File: src/rtl/control_sequencer_if.sv
// Control bus between the control sequencer and the CPU datapath.
// The sequencer drives the strobes; the datapath side supplies the
// run enable, the IR opcode field and the ROM/ALU handshakes.
interface control_sequencer_if #(
    parameter int OPCODE_W = 4
);
    // Datapath -> sequencer
    logic                en;
    logic [OPCODE_W-1:0] opcode;
    logic                ins_valid;
    logic                alu_done;

    // Sequencer -> datapath
    logic [1:0]          alu_ot;
    logic                ins_load;
    logic                op1_load;
    logic                op2_load;
    logic                pc_load;
    logic                pc_inc;
    logic                reg_load;
    logic [1:0]          word_idx;
    logic                busy;
    logic                halted;
    logic                fault;

    modport master (
        input  en, opcode, ins_valid, alu_done,
        output alu_ot, ins_load, op1_load, op2_load, pc_load, pc_inc,
               reg_load, word_idx, busy, halted, fault
    );

    modport slave (
        output en, opcode, ins_valid, alu_done,
        input  alu_ot, ins_load, op1_load, op2_load, pc_load, pc_inc,
               reg_load, word_idx, busy, halted, fault
    );
endinterface

File: src/rtl/control_sequencer.sv
// Multi-cycle control FSM for the 16-bit CPU: fetch, decode, execute and
// write-back with handshaked fetch, 1..3 word instructions, multi-cycle
// ALU ops, pause, halt and fault handling (illegal opcode, timeout).
module control_sequencer #(
    parameter int OPCODE_W        = 4,
    parameter int TIMEOUT         = 16,
    parameter bit MULTI_CYCLE_ALU = 1'b1
) (
    input logic                 clk,
    input logic                 rst,
    control_sequencer_if.master bus
);

    localparam int CNT_W = $clog2(TIMEOUT + 1);

    localparam logic [1:0] ALU_ADDR  = 2'b00;
    localparam logic [1:0] ALU_ARITH = 2'b01;
    localparam logic [1:0] ALU_LOGIC = 2'b10;

    typedef enum logic [3:0] {
        S_IDLE,
        S_FETCH,
        S_WAIT_INS,
        S_EXEC,
        S_ALU_WAIT,
        S_EXT_FETCH,
        S_EXT_WAIT,
        S_EXT_EXEC,
        S_HALT
    } state_t;

    typedef enum logic [3:0] {
        OP_ADD  = 4'h0,
        OP_MUL  = 4'h1,
        OP_SUB  = 4'h2,
        OP_DIV  = 4'h3,
        OP_AND  = 4'h4,
        OP_OR   = 4'h5,
        OP_NOR  = 4'h6,
        OP_INV1 = 4'h7,
        OP_INV2 = 4'h8,
        OP_XOR  = 4'h9,
        OP_XNOR = 4'hA,
        OP_MOV  = 4'hB,
        OP_MVI  = 4'hC,
        OP_LDA  = 4'hD,
        OP_LDX  = 4'hE,
        OP_HLT  = 4'hF
    } opcode_t;

    // What the EXEC state has to do for the opcode sitting in the IR.
    typedef struct packed {
        logic [1:0] alu_ot;     // ALU mode during EXEC
        logic       op1_load;
        logic       op2_load;
        logic       alu_wait;   // park in ALU_WAIT until alu_done
        logic       ext;        // multi-word: more words follow
        logic [1:0] last_word;  // index of the final word (ext only)
        logic       halt;
        logic       illegal;
    } decode_t;

    state_t     state_q, state_d;
    logic [1:0] word_idx_q, word_idx_d;
    logic [1:0] last_word_q, last_word_d;
    logic [CNT_W-1:0] tmo_cnt_q, tmo_cnt_d;
    logic       fault_q, fault_d;

    logic [1:0] alu_ot_c;
    logic       ins_load_c;
    logic       op1_load_c;
    logic       op2_load_c;
    logic       pc_load_c;
    logic       pc_inc_c;
    logic       reg_load_c;

    logic [3:0] op_low;
    logic       op_upper_set;
    logic       tmo_hit;
    decode_t    dec;

    assign op_low  = bus.opcode[3:0];
    assign tmo_hit = (tmo_cnt_q == CNT_W'(TIMEOUT));

    // Any set bit above the 4-bit opcode field marks the instruction illegal.
    if (OPCODE_W > 4) begin : g_wide_opcode
        assign op_upper_set = |bus.opcode[OPCODE_W-1:4];
    end else begin : g_narrow_opcode
        assign op_upper_set = 1'b0;
    end

    function automatic logic is_wait(input state_t s);
        return (s == S_WAIT_INS) || (s == S_ALU_WAIT) || (s == S_EXT_WAIT);
    endfunction

    // Opcode decode: classify the instruction for the EXEC state.
    always_comb begin
        // NOTE: every output of a combinational block gets a default first,
        // so no path can leave one unassigned and infer a latch.
        dec = '0;
        unique case (opcode_t'(op_low))
            OP_ADD, OP_SUB: begin
                dec.alu_ot   = ALU_ARITH;
                dec.op1_load = 1'b1;
                dec.op2_load = 1'b1;
            end
            OP_MUL, OP_DIV: begin
                dec.alu_ot   = ALU_ARITH;
                dec.op1_load = 1'b1;
                dec.op2_load = 1'b1;
                dec.alu_wait = MULTI_CYCLE_ALU;
            end
            OP_AND, OP_OR, OP_NOR, OP_XOR, OP_XNOR: begin
                dec.alu_ot   = ALU_LOGIC;
                dec.op1_load = 1'b1;
                dec.op2_load = 1'b1;
            end
            OP_INV1: begin
                dec.alu_ot   = ALU_LOGIC;
                dec.op1_load = 1'b1;
            end
            OP_INV2: begin
                dec.alu_ot   = ALU_LOGIC;
                dec.op2_load = 1'b1;
            end
            OP_MOV: begin
                dec.alu_ot   = ALU_ADDR;
                dec.op1_load = 1'b1;
                dec.op2_load = 1'b1;
            end
            OP_MVI: begin
                dec.op1_load  = 1'b1;
                dec.ext       = 1'b1;
                dec.last_word = 2'd1;
            end
            OP_LDA: begin
                dec.ext       = 1'b1;
                dec.last_word = 2'd1;
            end
            OP_LDX: begin
                dec.ext       = 1'b1;
                dec.last_word = 2'd2;
            end
            OP_HLT: begin
                dec.halt = 1'b1;
            end
            default: begin
                dec.illegal = 1'b1;
            end
        endcase
        // Wide opcodes with upper bits set do nothing but raise the fault.
        if (op_upper_set) begin
            dec         = '0;
            dec.illegal = 1'b1;
        end
    end

    // Next-state and strobe logic; with en low everything holds and the
    // strobes stay at their zero defaults.
    always_comb begin
        state_d     = state_q;
        word_idx_d  = word_idx_q;
        last_word_d = last_word_q;
        tmo_cnt_d   = tmo_cnt_q;
        fault_d     = fault_q;
        alu_ot_c    = ALU_ADDR;
        ins_load_c  = 1'b0;
        op1_load_c  = 1'b0;
        op2_load_c  = 1'b0;
        pc_load_c   = 1'b0;
        pc_inc_c    = 1'b0;
        reg_load_c  = 1'b0;

        if (bus.en) begin
            unique case (state_q)
                S_IDLE: begin
                    state_d = S_FETCH;
                end

                S_FETCH: begin
                    pc_load_c = 1'b1;
                    state_d   = S_WAIT_INS;
                end

                // A timeout beats a ROM word arriving in the same cycle.
                S_WAIT_INS: begin
                    if (tmo_hit) begin
                        fault_d = 1'b1;
                        state_d = S_HALT;
                    end else if (bus.ins_valid) begin
                        ins_load_c = 1'b1;
                        state_d    = S_EXEC;
                    end else begin
                        tmo_cnt_d = tmo_cnt_q + 1'b1;
                    end
                end

                S_EXEC: begin
                    alu_ot_c   = dec.alu_ot;
                    op1_load_c = dec.op1_load;
                    op2_load_c = dec.op2_load;
                    if (dec.illegal) begin
                        fault_d = 1'b1;
                        state_d = S_HALT;
                    end else if (dec.halt) begin
                        state_d = S_HALT;
                    end else if (dec.alu_wait) begin
                        state_d = S_ALU_WAIT;
                    end else if (dec.ext) begin
                        // The IR is overwritten by later words, so keep
                        // the word count of this instruction.
                        pc_inc_c    = 1'b1;
                        last_word_d = dec.last_word;
                        state_d     = S_EXT_FETCH;
                    end else begin
                        reg_load_c = 1'b1;
                        pc_inc_c   = 1'b1;
                        state_d    = S_FETCH;
                    end
                end

                S_ALU_WAIT: begin
                    alu_ot_c = ALU_ARITH;
                    if (tmo_hit) begin
                        fault_d = 1'b1;
                        state_d = S_HALT;
                    end else if (bus.alu_done) begin
                        reg_load_c = 1'b1;
                        pc_inc_c   = 1'b1;
                        state_d    = S_FETCH;
                    end else begin
                        tmo_cnt_d = tmo_cnt_q + 1'b1;
                    end
                end

                S_EXT_FETCH: begin
                    pc_load_c  = 1'b1;
                    word_idx_d = word_idx_q + 2'd1;
                    state_d    = S_EXT_WAIT;
                end

                S_EXT_WAIT: begin
                    if (tmo_hit) begin
                        fault_d = 1'b1;
                        state_d = S_HALT;
                    end else if (bus.ins_valid) begin
                        ins_load_c = 1'b1;
                        state_d    = S_EXT_EXEC;
                    end else begin
                        tmo_cnt_d = tmo_cnt_q + 1'b1;
                    end
                end

                S_EXT_EXEC: begin
                    alu_ot_c = ALU_ADDR;
                    pc_inc_c = 1'b1;
                    if (word_idx_q == last_word_q) begin
                        reg_load_c = 1'b1;
                        word_idx_d = 2'd0;
                        state_d    = S_FETCH;
                    end else begin
                        state_d = S_EXT_FETCH;
                    end
                end

                S_HALT: begin
                    state_d = S_HALT;
                end

                default: begin
                    state_d = S_IDLE;
                end
            endcase

            // Every wait starts with a fresh timeout budget.
            if (is_wait(state_d) && !is_wait(state_q)) begin
                tmo_cnt_d = '0;
            end
        end
    end

    // State register with synchronous reset.
    always_ff @(posedge clk) begin
        // NOTE: sequential state uses non-blocking assignments so every
        // register samples the pre-edge values of the others.
        if (rst) begin
            state_q     <= S_IDLE;
            word_idx_q  <= 2'd0;
            last_word_q <= 2'd0;
            tmo_cnt_q   <= '0;
            fault_q     <= 1'b0;
        end else begin
            state_q     <= state_d;
            word_idx_q  <= word_idx_d;
            last_word_q <= last_word_d;
            tmo_cnt_q   <= tmo_cnt_d;
            fault_q     <= fault_d;
        end
    end

    // While paused every output except halted/fault reads zero.
    assign bus.alu_ot   = alu_ot_c;
    assign bus.ins_load = ins_load_c;
    assign bus.op1_load = op1_load_c;
    assign bus.op2_load = op2_load_c;
    assign bus.pc_load  = pc_load_c;
    assign bus.pc_inc   = pc_inc_c;
    assign bus.reg_load = reg_load_c;
    assign bus.word_idx = bus.en ? word_idx_q : 2'd0;
    assign bus.busy     = bus.en && (state_q != S_IDLE) && (state_q != S_HALT);
    assign bus.halted   = (state_q == S_HALT);
    assign bus.fault    = fault_q;

endmodule
File: src/flat_wrapper.sv
// flat-port wrapper written by rule: the top's interface ports become plain ports
module control_sequencer_flat 
#(
    parameter int OPCODE_W        = 4,
    parameter int TIMEOUT         = 16,
    parameter bit MULTI_CYCLE_ALU = 1'b1
)
  (clk, rst, bus_en, bus_opcode, bus_ins_valid, bus_alu_done, bus_alu_ot, bus_ins_load, bus_op1_load, bus_op2_load, bus_pc_load, bus_pc_inc, bus_reg_load, bus_word_idx, bus_busy, bus_halted, bus_fault);
  control_sequencer_if #(.OPCODE_W(OPCODE_W)) bus_i ();
  input logic clk;
  input logic rst;
  input wire logic [$bits(bus_i.en)-1:0] bus_en;
  input wire logic [$bits(bus_i.opcode)-1:0] bus_opcode;
  input wire logic [$bits(bus_i.ins_valid)-1:0] bus_ins_valid;
  input wire logic [$bits(bus_i.alu_done)-1:0] bus_alu_done;
  output wire logic [$bits(bus_i.alu_ot)-1:0] bus_alu_ot;
  output wire logic [$bits(bus_i.ins_load)-1:0] bus_ins_load;
  output wire logic [$bits(bus_i.op1_load)-1:0] bus_op1_load;
  output wire logic [$bits(bus_i.op2_load)-1:0] bus_op2_load;
  output wire logic [$bits(bus_i.pc_load)-1:0] bus_pc_load;
  output wire logic [$bits(bus_i.pc_inc)-1:0] bus_pc_inc;
  output wire logic [$bits(bus_i.reg_load)-1:0] bus_reg_load;
  output wire logic [$bits(bus_i.word_idx)-1:0] bus_word_idx;
  output wire logic [$bits(bus_i.busy)-1:0] bus_busy;
  output wire logic [$bits(bus_i.halted)-1:0] bus_halted;
  output wire logic [$bits(bus_i.fault)-1:0] bus_fault;
  assign bus_i.en = bus_en;
  assign bus_i.opcode = bus_opcode;
  assign bus_i.ins_valid = bus_ins_valid;
  assign bus_i.alu_done = bus_alu_done;
  assign bus_alu_ot = bus_i.alu_ot;
  assign bus_ins_load = bus_i.ins_load;
  assign bus_op1_load = bus_i.op1_load;
  assign bus_op2_load = bus_i.op2_load;
  assign bus_pc_load = bus_i.pc_load;
  assign bus_pc_inc = bus_i.pc_inc;
  assign bus_reg_load = bus_i.reg_load;
  assign bus_word_idx = bus_i.word_idx;
  assign bus_busy = bus_i.busy;
  assign bus_halted = bus_i.halted;
  assign bus_fault = bus_i.fault;
  control_sequencer #(.OPCODE_W(OPCODE_W), .TIMEOUT(TIMEOUT), .MULTI_CYCLE_ALU(MULTI_CYCLE_ALU)) u_core (.clk(clk), .rst(rst), .bus(bus_i));
endmodule
File: config.mk
export PLATFORM = sky130hd
export DESIGN_NAME = control_sequencer_flat
export DESIGN_NICKNAME = d
export VERILOG_FILES = /design/src/rtl/control_sequencer_if.sv /design/src/rtl/control_sequencer.sv /design/src/flat_wrapper.sv
export SDC_FILE = /design/constraint.sdc
export NUM_CORES = 1
export LEC_CHECK = 0
export CAP_MARGIN = 20
export CORE_ASPECT_RATIO = 1.2
export CORE_MARGIN = 1
export CORE_UTILIZATION = 25
export CTS_BUF_LIST = sky130_fd_sc_hd__clkbuf_16
export CTS_CLUSTER_DIAMETER = 40
export DETAILED_ROUTE_END_ITERATION = 10
export SLEW_MARGIN = 20
export SYNTH_ARGS = -nofsm -noshare
export SYNTH_HDL_FRONTEND = slang
export SYNTH_SLANG_ARGS = --single-unit
export TNS_END_PERCENT = 100
File: constraint.sdc
create_clock -name clk -period 1.6 [get_ports clk]
set_input_delay 0.32 -clock clk [delete_from_list [all_inputs] [get_ports clk]]
set_output_delay 0.32 -clock clk [all_outputs]
set_load 0.05 [all_outputs]
==> results of run 1 <==
-- Yosys cell counts, drive strengths merged (4+ instances only) --
cell type	number
dfxtp	14
and2	4
nand3b	4
mux2i	8
nand2	8
buf	7
nor3	8
inv	4
o21ai	5
a21oi	12
nor2	19
nand3	9
nand2b	5
-- final cells by class --
type,count,area share [%]
flip-flops and latches,14,11.6
multi-input cells,118,45.4
well taps,56,2.76
clock inverters,1,0.148
clock buffers,3,2.96
repair buffers,94,36.4
inverters,5,0.740
-- metal layers --
metal	routed length [um]	vias to the layer above	track usage, %
li1	-	718	-
met1	1760	702	20.4
met2	2360	48	32.6
met3	164	13	2.53
met4	153	0	9.56
met5	0	-	0
-- path summary, 6_finish.rpt --
kind / slack (ns) / from / end
worst max-delay path: -0.27 / u_core.tmo_cnt_q[0] / bus_reg_load
worst min-delay path: 0.48 / u_core.bus.fault / u_core.bus.fault
worst max register to register: -0.21 / u_core.state_q[0] / u_core.tmo_cnt_q[4]
worst min register to register: 0.48 / u_core.bus.fault / u_core.bus.fault
-- what timing repair did --
item | in CTS | in global routing
cloned | 1 | 0
pin swaps | 25 | 22
gates resized for setup | 57 | 29
setup endpoints to repair | 22 | 21
hold buffers | 0 | 0
buffers inserted | 16 | 7
-- placed cells by master (no fill, tap or decap), types with 4 or more instances in the layout --
cell / count
buf_4: 58
buf_6: 16
nor2_1: 15
buf_12: 12
mux2i_1: 8
dfxtp_1: 8
nand3_1: 7
nor3_4: 5
a21oi_4: 5
nand2_1: 5
nor2_4: 4
nand3b_1: 4
a21oi_1: 4
-- metrics by stage --
stage               total power, uW  instance area, um2
floorplan                       528                1240
global placement                680                1970
detailed placement              682                1970
CTS                            1250                2380
global route                   1350                2540
finish                         1300                2540
-- cells by family (layout without fill, tap and decap cells) --
kind of cell | count (synthesis) | after routing | share of synthesized area, %
AND/OR/NAND/NOR | 73 | 73 | 38.4
AO/OA/AOI/OAI | 31 | 32 | 20.8
flip-flops | 14 | 14 | 24.1
buffers and inverters | 13 | 103 | 5.38
multiplexers | 8 | 8 | 6.89
XOR/XNOR | 3 | 3 | 2.26
adder cells (fa/ha/maj) | 2 | 2 | 2.15
-- flip-flops by register name (all words and copies together), names as in the netlist --
signal / count
u_core.state_q: 4
u_core.last_word_q: 2
u_core.word_idx_q: 2
u_core.tmo_cnt_q: 5
u_core.bus.fault: 1
-- critical path: stages (launching register included) --
cell and delay (ns):
dfxtp_2 0.32, inv_2 0.07, ha_4 0.13, nand4bb_4 0.14
and4_4 0.21, a221oi_4 0.23, nor2_4 0.06, buf_12 0.15
-- power by group through the flow --
stage          Sequential [uW]  Combinational (uW)  Clock, uW
2_1_floorplan              372                 156          0
3_3_place_gp               377                 303          0
3_5_place_dp               377                 305          0
4_1_cts                    370                 392        491
5_1_grt                    374                 466        506
6_report                   374                 439        485
==> run_results.csv, run 1 <==
group,metric,value,unit
outcome,status,"finished, violations left",
outcome,failed_checks,"negative setup slack",
drt,wl_per_cell,15.2,um
floorplan,initial_cell_density_of_the_core,26.7,%
clock_network,clk-insertion-delay-late,0.25,ns
timing,setup_total_negative_slack,-2.91,ns
timing,worst_slack,-0.271,ns
worst_setup_path,critical_path_fanout_max,4,
worst_setup_path,setup.worst_path.class,"reg2out",
floorplan,num_rows,26,
power_and_ir_drop,pwr_density_cell,512,mW/mm2
layout,syn2layout_area_growth,118,%
drt,viasPerCell,5.09,
drt,routed_wirelength,4440,um
power_and_ir_drop,sw_share,29.3,%
clock_network,cts_inserted_buffers,3,
timing,worst_slew_margin_rel,71.5,%
grt,first_global_vias,1489,
placement,dp.cells,264,
clock_network,clockBufferDepth,2,
clock_network,htree_num_levels,1,
logic_synthesis,synth_top_area_cell,"dfxtp_1",
layout,nets,247,
logic_synthesis,ys_warn_count,0,
layout,drive_above_1_share,64.3,%
floorplan,fp.coreArea,0.00436,mm2
grt,grt_pass1_wl,6950,um
floorplan,die_w,64.2,um
drt,drt_iter0_drc,44,
logic_synthesis,ys_seq_area_share,24.1,%
logic_synthesis,post_synth_net_total,155,
worst_setup_path,worst_ep_arrival_time,1.55,ns
timing,period_minus_slack,1.87,ns
run,maxCapViolCount,0,
timing,final.setup_skew,0.00257,ns
drt,postRouteAntennaNets,0,
timing,rsz0062_at_grt,"true",
worst_setup_path,endpoint_kind,"output port",
floorplan,floorplan.die.height,76.7,um
layout,layoutNonFillerInstCount,291,
logic_synthesis,postSynth.asyncResetShare,0,%
grt,gr-usage-all-layers,18.2,%
timing,clock.fmax,0.534,GHz
placement,io_buffer_count,21,
logic_synthesis,count_of_different_cell_masters_after_synthesis,48,
grt,grt_max_degree,11,
worst_setup_path,critPathLaunchType,"register",
power_and_ir_drop,clock_power_share,37.4,%
layout,n_antenna_cell,0,
clock_network,cts_tree,"built",
logic_synthesis,synth_enable_flop_cells,0,
clock_network,clock_tree.root_cell,"clkbuf_16",
timing,min_period_over_period,117,%
logic_synthesis,syn-instance-count,144,
logic_synthesis,synthesis.area,0.00116,mm2
logic_synthesis,synth_area_leaders,"dfxtp_1 24%, mux2i_1 6.9%, nor2_1 6.1%",
timing,final-setup-viol-count,20,
worst_setup_path,critical_path_required,1.28,ns
min_path,hold-path-cell-count,2,
timing,maxSlewViolCount,0,
clock_network,worst_setup_hold_path_clk_slew,0.05,ns
power_and_ir_drop,power_switching,380,uW
power_and_ir_drop,seq_power_share,28.8,%
layout,area_of_the_multi_input_gates,0.00115,mm2
power_and_ir_drop,cellLeakagePower,0.00100,uW
layout,fillerInstances,355,
timing,worst-slew-pin-transition,0.427,ns
placement,place_worst_setup_slack,-0.565,ns
power_and_ir_drop,ir_worst_vdd,0.440,mV
layout,final_util,58.2,%
min_path,timing.hold.worst.class,"reg2reg",
placement,detailed_place_hpwl,2710,um
logic_synthesis,average_cell_area_after_synthesis,8.07,um2
logic_synthesis,synth-seq-cells,14,
drt,drc,0,
grt,global_route.overflow_total,0,
floorplan,io_pins,22,
power_and_ir_drop,internal_dissipation,918,uW
timing,final-hold-violation-count,0,
floorplan,die_area,0.00493,mm2
drt,vias,1481,
grt,initial_antenna_violation_count,0,
logic_synthesis,yosys_most_used_dff,"dfxtp_1",
logic_synthesis,synth.top_cell.area_share,24.1,%
drt,first_pass_iters,4,
timing,worst_hold_slack_after_final_layout,0.476,ns
power_and_ir_drop,combPwrFrac,33.8,%
placement,gp_routability_congestion,0.779,
clock_network,tritoncts_num_sinks,14,
layout,layout.area.seq,295,um2
worst_setup_path,timing.reg2reg.worst_path_depth,7,
No activity file was read; power rests on OpenSTA's default activity.
==> inputs of run 2 (changes only) <==
--- a/config.mk
+++ b/config.mk
@@ -5,7 +5,6 @@
 export SDC_FILE = /design/constraint.sdc
 export NUM_CORES = 1
 export LEC_CHECK = 0
-export CAP_MARGIN = 20
 export CORE_ASPECT_RATIO = 1.2
 export CORE_MARGIN = 1
 export CORE_UTILIZATION = 25
==> constraint.sdc (replaced) <==
create_clock -name clk -period 2.03 [get_ports clk]
set_input_delay 0.406 -clock clk [delete_from_list [all_inputs] [get_ports clk]]
set_output_delay 0.406 -clock clk [all_outputs]
set_load 0.05 [all_outputs]
==> run_results.csv, run 2 (synthesized netlist as in run 1, its figures left out) <==
group,metric,value,unit
outcome,status,"finished clean",
worst_setup_path,timing.reg2reg.worst_path_depth,9,
layout,n_antenna_cell,0,
worst_setup_path,setup.worst_path.class,"reg2out",
worst_setup_path,endpoint_kind,"output port",
floorplan,fp.coreArea,0.00436,mm2
drt,wl_per_cell,13.8,um
min_path,timing.hold.worst.class,"reg2reg",
layout,layoutNonFillerInstCount,242,
clock_network,tritoncts_num_sinks,14,
worst_setup_path,worst_ep_arrival_time,1.59,ns
run,maxCapViolCount,0,
min_path,hold-path-cell-count,2,
placement,detailed_place_hpwl,2380,um
floorplan,io_pins,22,
worst_setup_path,critical-path-top-delay-family,"flip-flops",
timing,worst_slack,0.0335,ns
timing,worst-slew-pin-transition,0.495,ns
worst_setup_path,worst_setup_path_startpoint,"u_core.word_idx_q[0]",
layout,final_common_cell,"buf_4",
layout,largest_reg_flops,5,
layout,layout_common_cells,"24 x buf_4, 16 x nor2_1, 12 x buf_12",
floorplan,num_rows,26,
floorplan,die_area,0.00493,mm2
power_and_ir_drop,cellLeakagePower,0.000706,uW
placement,dp.cells,235,
power_and_ir_drop,post-layout-total-power,889,uW
grt,initial_antenna_violation_count,0,
timing,worst_slew_margin_rel,66.9,%
worst_setup_path,crit_chain,"xor2_1, nor2_1, a221oi_4, nor2_2, buf_12",
worst_setup_path,crit-reg2reg-capture,"u_core.tmo_cnt_q[0]",
timing,min_period_over_period,98.3,%
clock_network,clk-insertion-delay-late,0.24,ns
placement,place_worst_setup_slack,-0.223,ns
timing,rsz0062_at_grt,"true",
timing,worst_hold_slack_after_final_layout,0.482,ns
clock_network,cts_inserted_buffers,3,
clock_network,cts_tree,"built",
power_and_ir_drop,ir_worst_vdd,0.327,mV
timing,clock.fmax,0.501,GHz
drt,drc,0,
clock_network,htree_num_levels,1,
worst_setup_path,critical-path-max-stage-delay,0.43,ns
drt,drt_iter0_drc,35,
worst_setup_path,critical_path_required,1.62,ns
worst_setup_path,critical_path_fanout_max,5,
placement,io_buffer_count,21,
floorplan,initial_cell_density_of_the_core,26.7,%
layout,top_register,"u_core.tmo_cnt_q",
clock_network,worst_setup_hold_path_clk_slew,0.05,ns
layout,layout_top_registers,"u_core.tmo_cnt_q (5), u_core.state_q (4)",
layout,nets,198,
power_and_ir_drop,pwr_density_cell,458,mW/mm2
worst_setup_path,slowest_stage,"dfxtp_1",
floorplan,die_w,64.2,um
clock_network,clock_tree.root_cell,"clkbuf_16",
timing,period_minus_slack,2.00,ns
worst_setup_path,setup_slack_of_the_most_critical_reg_to_reg_path,0.20,ns
grt,grt_max_degree,12,
drt,vias,1207,
grt,grt_pass1_wl,5230,um
drt,postRouteAntennaNets,0,
timing,final-hold-violation-count,0,
timing,final-setup-viol-count,0,
grt,gr-usage-all-layers,13.6,%
layout,final_util,44.5,%
min_path,min_to,"u_core.bus.fault",
timing,maxSlewViolCount,0,
layout,syn2layout_area_growth,67.1,%
floorplan,floorplan.die.height,76.7,um
worst_setup_path,regToRegStartpoint,"u_core.tmo_cnt_q[1]",
grt,global_route.overflow_total,0,
drt,first_pass_iters,4,
drt,viasPerCell,4.99,
placement,gp_routability_congestion,0.777,
layout,drive_above_1_share,41.9,%
layout,fillerInstances,425,
min_path,timing.hold.worst.start,"u_core.bus.fault",
timing,final.setup_skew,0.000999,ns
grt,first_global_vias,1118,
worst_setup_path,critPathLaunchType,"register",
clock_network,clockBufferDepth,2,
worst_setup_path,sum_of_buffers_and_inverters_on_the_critical_path,1,
drt,routed_wirelength,3340,um
run 2: changes by cell type in the layout (fill, tap and decap cells not counted), moves of 3 or more:
cell | before | now
nor2_2 | 0 | 3
nor3_4 | 5 | 2
a21oi_1 | 4 | 7
buf_6 | 16 | 0
buf_4 | 58 | 24
nor2_4 | 4 | 0
run 2: routing by layer:
| metal | GRT usage [%] | vias to the layer above | wire length [um] |
|---|---|---|---|
| met5 | 0 | - | 0 |
| met4 | 5.33 | 0 | 41 |
| met3 | 1.79 | 2 | 73 |
| met2 | 22.6 | 21 | 1700 |
| met1 | 17.4 | 571 | 1520 |
| li1 | - | 613 | - |
run 2: per-stage QoR:
step	instance area (um2)	setup TNS, ns
final	1940	0
after CTS	1840	0
after global placement	1700	-1.38
after floorplan	1180	-0.0458
after global routing	1940	-0.0405
after detailed placement	1700	-1.60
run 2: worst register-to-register path: cells and delay by family (launching register included):
family                     cells  cell delay, ns
AOI/OAI and AO/OA              3            0.67
and+or+nand+nor                2            0.22
muxes                          1            0.13
buffers and inverters          2            0.26
adders and majority gates      1            0.14
DFF                            1            0.33
run 2: worst max-delay path by stage:
stage | end | depth (start not counted)
after global placement | bus_reg_load | 6
after global routing | bus_reg_load | 5
after CTS | bus_alu_ot[0] | 4
final | bus_reg_load | 5
after detailed placement | bus_reg_load | 6
after floorplan | bus_ins_load | 4
run 2: area by class of cell:
cell class | instances | area, um2 | share of cell area, %
Sequential cell | 14 | 289 | 14.9
Multi-Input combinational cell | 118 | 977 | 50.3
Clock buffer | 3 | 75.1 | 3.87
Clock inverter | 1 | 3.75 | 0.193
Inverter | 5 | 18.8 | 0.966
Tap cell | 56 | 70.1 | 3.61
Timing Repair Buffer | 45 | 508 | 26.2
run 2: repair_timing:
| item | in CTS | in global routing |
|---|---|---|
| pin swaps | 1 | 7 |
| gates cloned | 0 | 1 |
| buffers inserted | 1 | 1 |
| gates resized for setup | 20 | 19 |
| hold buffers | 0 | 0 |
| endpoints found under the setup margin | 7 | 9 |
run 2: report_power, final:
| part | total, uW | switching (uW) | internal (uW) |
|---|---|---|---|
| Sequential | 294 | 12.0 | 282 |
| Clock | 374 | 114 | 261 |
| Combinational | 220 | 121 | 99.7 |
